[config.mk]
export PLATFORM = sky130hd
export DESIGN_NAME = adrv9001_rx_burst_sched
export DESIGN_NICKNAME = d
export VERILOG_FILES = /design/src/rtl/adrv9001_rx_burst_sched.sv
export SDC_FILE = /design/constraint.sdc
export NUM_CORES = 1
export LEC_CHECK = 0
export ABC_CLOCK_PERIOD_IN_PS = 8920
export BUFFER_PORTS_ARGS = -buffer_cell sky130_fd_sc_hd__buf_4
export CAP_MARGIN = 20
export CORE_MARGIN = 5
export CORE_UTILIZATION = 49
export CTS_CLUSTER_DIAMETER = 60
export CTS_CLUSTER_SIZE = 8
export DETAILED_ROUTE_END_ITERATION = 7
export GPL_ROUTABILITY_DRIVEN = 0
export GPL_TIMING_DRIVEN = 0
export PLACE_DENSITY_LB_ADDON = 0.2
export SLEW_MARGIN = 40
export SYNTH_ARGS = -nofsm -noshare
export SYNTH_HDL_FRONTEND = slang
export SYNTH_SLANG_ARGS = --single-unit
[constraint.sdc]
create_clock -name clk -period 8.92 [get_ports clk]
set_input_delay 0 -clock clk [delete_from_list [all_inputs] [get_ports clk]]
set_output_delay 0 -clock clk [all_outputs]
set_load 0.05 [all_outputs]
[src/rtl/adrv9001_rx_burst_sched.sv]
// Receive-burst sequencer for an ADRV9001 rx channel: gates rx_enable per burst, counts samples,
// waits out the enable tail, then idles between bursts. Optional timestamping via ADRV9001_RX_SCHED_TS_EN.
module adrv9001_rx_burst_sched #(
    parameter int CNT_WIDTH    = 32,
    parameter int TAIL_TIMEOUT = 64
) (
    input  logic                 clk,
    input  logic                 rst,
    input  logic                 start,
    input  logic                 stop,
    input  logic [CNT_WIDTH-1:0] burst_len,
    input  logic [CNT_WIDTH-1:0] burst_gap,
    input  logic [15:0]          burst_count,
    input  logic                 rx_valid,
    output logic                 rx_enable,
    output logic                 busy,
    output logic                 burst_active,
    output logic [15:0]          burst_idx,
    output logic [CNT_WIDTH-1:0] sample_cnt,
    output logic                 done,
    output logic [63:0]          burst_ts
);

    localparam int                  IDLE_W     = $clog2(TAIL_TIMEOUT + 1);
    localparam logic [IDLE_W-1:0]   IDLE_LIMIT = IDLE_W'(TAIL_TIMEOUT);
    localparam logic [IDLE_W-1:0]   IDLE_ONE   = IDLE_W'(1);
    localparam logic [CNT_WIDTH-1:0] CNT_ONE   = CNT_WIDTH'(1);

    typedef enum logic [1:0] {
        ST_IDLE,
        ST_ON,
        ST_DRAIN,
        ST_GAP
    } state_t;

    state_t state;
    state_t state_nxt;

    logic [CNT_WIDTH-1:0] len_q;
    logic [CNT_WIDTH-1:0] gap_q;
    logic [CNT_WIDTH-1:0] gap_cnt;
    logic [15:0]          count_q;
    logic [IDLE_W-1:0]    idle_cnt;
    logic                 stop_seen;

    logic        sample_hit;
    logic        len_reached;
    logic        tail_done;
    logic        gap_done;
    logic        last_burst;
    logic        seq_start;
    logic        enter_on;
    logic [15:0] idx_inc;

    // Event decode plus next-state selection; every registered output is derived from state_nxt
    always_comb begin
        state_nxt   = state;
        sample_hit  = (state == ST_ON) && rx_valid;
        len_reached = sample_hit && ((sample_cnt + CNT_ONE) == len_q);
        tail_done   = (state == ST_DRAIN) && !rx_valid && ((idle_cnt + IDLE_ONE) == IDLE_LIMIT);
        gap_done    = (gap_cnt + CNT_ONE) == gap_q;
        idx_inc     = (burst_idx == 16'hFFFF) ? burst_idx : burst_idx + 16'd1;
        last_burst  = stop_seen || stop ||
                      ((count_q != 16'd0) && (({1'b0, burst_idx} + 17'd1) == {1'b0, count_q}));

        unique case (state)
            ST_IDLE: begin
                if (start && !stop && (burst_len != '0))
                    state_nxt = ST_ON;
            end
            ST_ON: begin
                if (len_reached || stop)
                    state_nxt = ST_DRAIN;
            end
            ST_DRAIN: begin
                if (tail_done) begin
                    if (last_burst)
                        state_nxt = ST_IDLE;
                    else if (gap_q == '0)
                        state_nxt = ST_ON;
                    else
                        state_nxt = ST_GAP;
                end
            end
            ST_GAP: begin
                if (stop)
                    state_nxt = ST_IDLE;
                else if (gap_done)
                    state_nxt = ST_ON;
            end
            default: state_nxt = ST_IDLE;
        endcase

        seq_start = (state == ST_IDLE) && (state_nxt == ST_ON);
        enter_on  = (state != ST_ON) && (state_nxt == ST_ON);
    end

    always_ff @(posedge clk or posedge rst) begin
        if (rst)
            state <= ST_IDLE;
        else
            state <= state_nxt;
    end

    // Status outputs are registered copies of the upcoming state
    always_ff @(posedge clk or posedge rst) begin
        if (rst) begin
            rx_enable    <= 1'b0;
            burst_active <= 1'b0;
            busy         <= 1'b0;
            done         <= 1'b0;
        end else begin
            rx_enable    <= (state_nxt == ST_ON);
            burst_active <= (state_nxt == ST_ON);
            busy         <= (state_nxt != ST_IDLE);
            done         <= (state != ST_IDLE) && (state_nxt == ST_IDLE);
        end
    end

    always_ff @(posedge clk or posedge rst) begin
        if (rst) begin
            len_q     <= '0;
            gap_q     <= '0;
            count_q   <= '0;
            burst_idx <= '0;
        end else if (seq_start) begin
            len_q     <= burst_len;
            gap_q     <= burst_gap;
            count_q   <= burst_count;
            burst_idx <= '0;
        end else if (tail_done) begin
            burst_idx <= idx_inc;
        end
    end

    always_ff @(posedge clk or posedge rst) begin
        if (rst)
            sample_cnt <= '0;
        else if (enter_on)
            sample_cnt <= '0;
        else if (sample_hit)
            sample_cnt <= sample_cnt + CNT_ONE;
    end

    // Tail detector: any sample arriving after enable drops restarts the quiet-period count
    always_ff @(posedge clk or posedge rst) begin
        if (rst)
            idle_cnt <= '0;
        else if ((state != ST_DRAIN) || rx_valid)
            idle_cnt <= '0;
        else
            idle_cnt <= idle_cnt + IDLE_ONE;
    end

    always_ff @(posedge clk or posedge rst) begin
        if (rst)
            gap_cnt <= '0;
        else if (state != ST_GAP)
            gap_cnt <= '0;
        else
            gap_cnt <= gap_cnt + CNT_ONE;
    end

    always_ff @(posedge clk or posedge rst) begin
        if (rst)
            stop_seen <= 1'b0;
        else if (state_nxt == ST_IDLE)
            stop_seen <= 1'b0;
        else if (stop)
            stop_seen <= 1'b1;
    end

`ifdef ADRV9001_RX_SCHED_TS_EN
    logic [63:0] ts_cnt;

    always_ff @(posedge clk or posedge rst) begin
        if (rst) begin
            ts_cnt   <= 64'h0;
            burst_ts <= 64'h0;
        end else begin
            ts_cnt <= ts_cnt + 64'd1;
            if (enter_on)
                burst_ts <= ts_cnt;
        end
    end
`else
    assign burst_ts = 64'h0;
`endif

endmodule

==> run_results.csv <==
group,metric,value,unit
power,clkPwrFrac,24.9,%
yosys,synth_top_area_share,38.80,%
clock_tree,cts_sinks,173,
clock_tree,cts_setup_buffers,0,
yosys,synth-seq-cells,173,
critical_path,start_kind,"flip-flop",
sta,slew_headroom,42.27,%
layout,layout-drive-gt1-share,16.68,%
yosys,async_reset_ff_share,100.0,%
yosys,yosys-top-cells-area,"dfrtp_1 (39%), nand2_1 (10%), xnor2_1 (6.8%), xor2_1 (5.0%), nor2_1 (4.4%)",
place,hpwl,23490,um
clock_tree,root_buffer,"clkbuf_16",
drt,drtIter0Drc,932,
critical_path,crit_family,"simple AND/OR/NAND/NOR gates",
power,power_switching,0.001137,W
floorplanning,num_io_pins,201,
critical_path,reg2reg_depth,11,
critical_path,timing.rr.start,"gap_cnt[3]",
power,p_total,0.003001,W
critical_path,r2r_end,"sample_cnt[6]",
yosys,ys.flop_type,"dfrtp_1",
critical_path,path_buf_inv,2,
floorplanning,initial_core_util,49.59,%
drt,drc,0,
global_route,track_usage,24.33,%
critical_path,crit_chain,"buf_2 > nand4_1 > or4_4 > nor4_1 > xor3_1 > nand2b_1 > nor4_1 > nand4_1 > a211oi_4 > buf_6 > nor2_1",
sta,final.setup.worst_slack,4.888,ns
floorplanning,row_count,55,
power,seq_power_share,40.9,%
yosys,yosysSeqAreaShare,38.80,%
global_route,grt_start_max_net_pins,79,
critical_path,crit_arrival,4.34,ns
critical_path,rrSetupSlack,4.89,ns
sta,totalNegativeSetupSlack,0,ns
critical_path,crit_type,"reg2reg",
clock_tree,clock_latency,0.44,ns
drt,detail-route-antenna-nets,0,
power,ir_drop,0.0001261,V
yosys,yosysMostFrequentCell,"nand2_1",
yosys,syn_area,11160,um2
sta,max_slew.worst_pin.slew,0.8660,ns
sta,fin_crit_sh,45.20,%
sta,fin_skew,0.01400,ns
floorplanning,die_area,25890,um2
clock_tree,htree_num_levels,4,
yosys,ys_types,75,
sta,hold_violations,0,
power,netSwitchingFraction,37.89,%
drt,vias,10449,
yosys,yosysWarnings,0,
critical_path,crit_fanout,10,
global_route,overflow,0,
sta,fmax,248.0,MHz
drt,avgRoutedWirePerCell,16.52,um
global_route,antenna_found_initial,1,
power,p_comb_share,34.2,%
drt,wl,32050,um
yosys,yosys.area.top_type,"dfrtp_1",
status,status,"completed",
sta,slew_violations,0,
floorplanning,coreArea,22500,um2
sta,min_period,4.032,ns
place,post-place-ws,4.944,ns
clock_tree,clk_path_buf_depth,2,
drt,dr.max_layer_used,"met5",
yosys,synth_edf_count,0,
layout,antenna_cells,0,
worst_hold_path,hold_class,"in2async",
floorplanning,die_h,160.9,um
critical_path,cp_data_required_time,9.23,ns
place,post-place-cells,1827,
global_route,grt_pass1_wl,51460,um
sta,grt_setup_unrepaired,"false",
clock_tree,cts_tree,"yes",
drt,wl_met3,1976,um
power,power_density,210.6,nW/um2
critical_path,critPathSlowestCell,"or4_4",
floorplanning,fp.dieW,160.9,um
power,power.leakage,6.557,nW
critical_path,max_stage_delay,0.57,ns
drt,dr_wl_met2,14990,um
drt,met1Wirelength,13920,um
yosys,synthTopCellsByCount,"nand2_1 (302), dfrtp_1 (173), nor2_1 (131)",
run,cap_violations,0,
drt,via_per_inst,5.386,
sta,finalSetupViolations,0,
clock_tree,numCtsBuffers,17,
place,portBuffers,136,
clock_tree,clk_pin_slew,0.07,ns
global_route,grt_pass1_vias,10183,
layout,final_nets,1733,
drt,dr.pass1.iters,5,
layout,instances_no_fill,1940,
layout,area_growth,27.67,%
power,p_int,0.001864,W
critical_path,end_kind,"flip-flop",
yosys,synthCells,1340,
yosys,synth_area_per_cell,8.327,um2
## how the worst max path moves through the flow
stage / to / startpoint / cells after the start / slack [ns]
final: sample_cnt[6] / gap_cnt[3] / 11 / 4.89
after detailed placement: sample_cnt[6] / gap_cnt[3] / 11 / 4.94
after CTS: sample_cnt[6] / gap_cnt[3] / 11 / 4.92
after global routing: sample_cnt[6] / gap_cnt[0] / 11 / 4.69
after floorplan: burst_active / rst / 1 / 4.23
after global placement: gap_cnt[14] / rst / 2 / 2.18
## power groups by stage
| stage | sequential [W] | clock, W | combinational [W] |
|---|---|---|---|
| floorplan | 0.00118 | 0 | 0.000734 |
| global placement | 0.00123 | 0 | 0.000953 |
| detailed placement | 0.00123 | 0 | 0.000982 |
| CTS | 0.00122 | 0.000757 | 0.00102 |
| global route | 0.00126 | 0.000788 | 0.00113 |
| finish | 0.00123 | 0.000747 | 0.00103 |
## sequential cells by signal (all words and copies together) (netlist names)
name and cells:
gap_cnt 32, gap_q 32, len_q 32, sample_cnt 32
burst_idx 16, count_q 16, idle_cnt 7, state 2
burst_active 1, busy 1, done 1, stop_seen 1
## layout make-up
type                    instances  area (um2)
fillers                      1927        8257
multi-input cells            1072        6195
flip-flops and latches        173        4329
repair buffers                221        1904
plain buffers                 142       812.0
clock buffers                  19       442.9
well taps                     285       356.6
clock inverters                12       138.9
inverters                      16       67.56
## cells by family (layout without fill, tap and decap cells)
kind of cell    count (synthesis)  count (layout)  synth area share, %
buf+inv                       158             410                7.816
simple gates                  716             716                30.83
xor+xnor                      157             157                13.20
flops                         173             173                38.80
other cells                     1              64              0.03361
fa+ha+maj                       6               6               0.6504
compound gates                118             118                7.670
mux                            11              11                1.009
## placed cells by master (no fill, tap or decap), types with 8 or more instances in the layout
master	n
conb_1	64
o21ai_0	22
xor2_1	64
nor2b_1	9
nand3_1	47
nand4_1	46
buf_4	202
a21oi_1	17
dlygate4sd3_1	82
nor2_1	131
clkbuf_1	63
buf_2	10
xnor2_1	86
nor4_1	34
and4_1	20
nand2b_1	12
o31ai_1	9
mux2i_1	9
inv_1	15
dfrtp_1	173
a211oi_1	8
clkbuf_16	17
nor3_1	34
and3_1	21
nand2_1	302
## worst register-to-register path, cell delays in order, from the launching register on
cell and delay (ns):
dfrtp_1 0.31, buf_2 0.18, nand4_1 0.34, or4_4 0.57, nor4_1 0.56, xor3_1 0.35
nand2b_1 0.16, nor4_1 0.38, nand4_1 0.22, a211oi_4 0.51, buf_6 0.26, nor2_1 0.07
## metrics by stage
| step | util (%) | cell area [um2] | hold slack [ns] |
|---|---|---|---|
| final | 63.31 | 14250 | 0.09566 |
| after global routing | 63.31 | 14250 | 0.1165 |
| after CTS | 63.30 | 14240 | 0.08437 |
| after detailed placement | 57.07 | 12840 | -0.004884 |
| after global placement | 56.76 | 12770 | 0.1909 |
| after floorplan | - | 11390 | 0.1054 |
## metal layers
metal / track usage [%] / up-vias
met5: 0 / -
met4: 8.957 / 2
met3: 4.696 / 85
met2: 39.70 / 378
met1: 32.38 / 4913
li1: - / 5071
## timing repair
action,CTS,global route
gates resized for setup,0,0
hold buffers,82,0
endpoints found under the hold margin,198,0
Note: power is estimated with default switching activity, not from simulation.
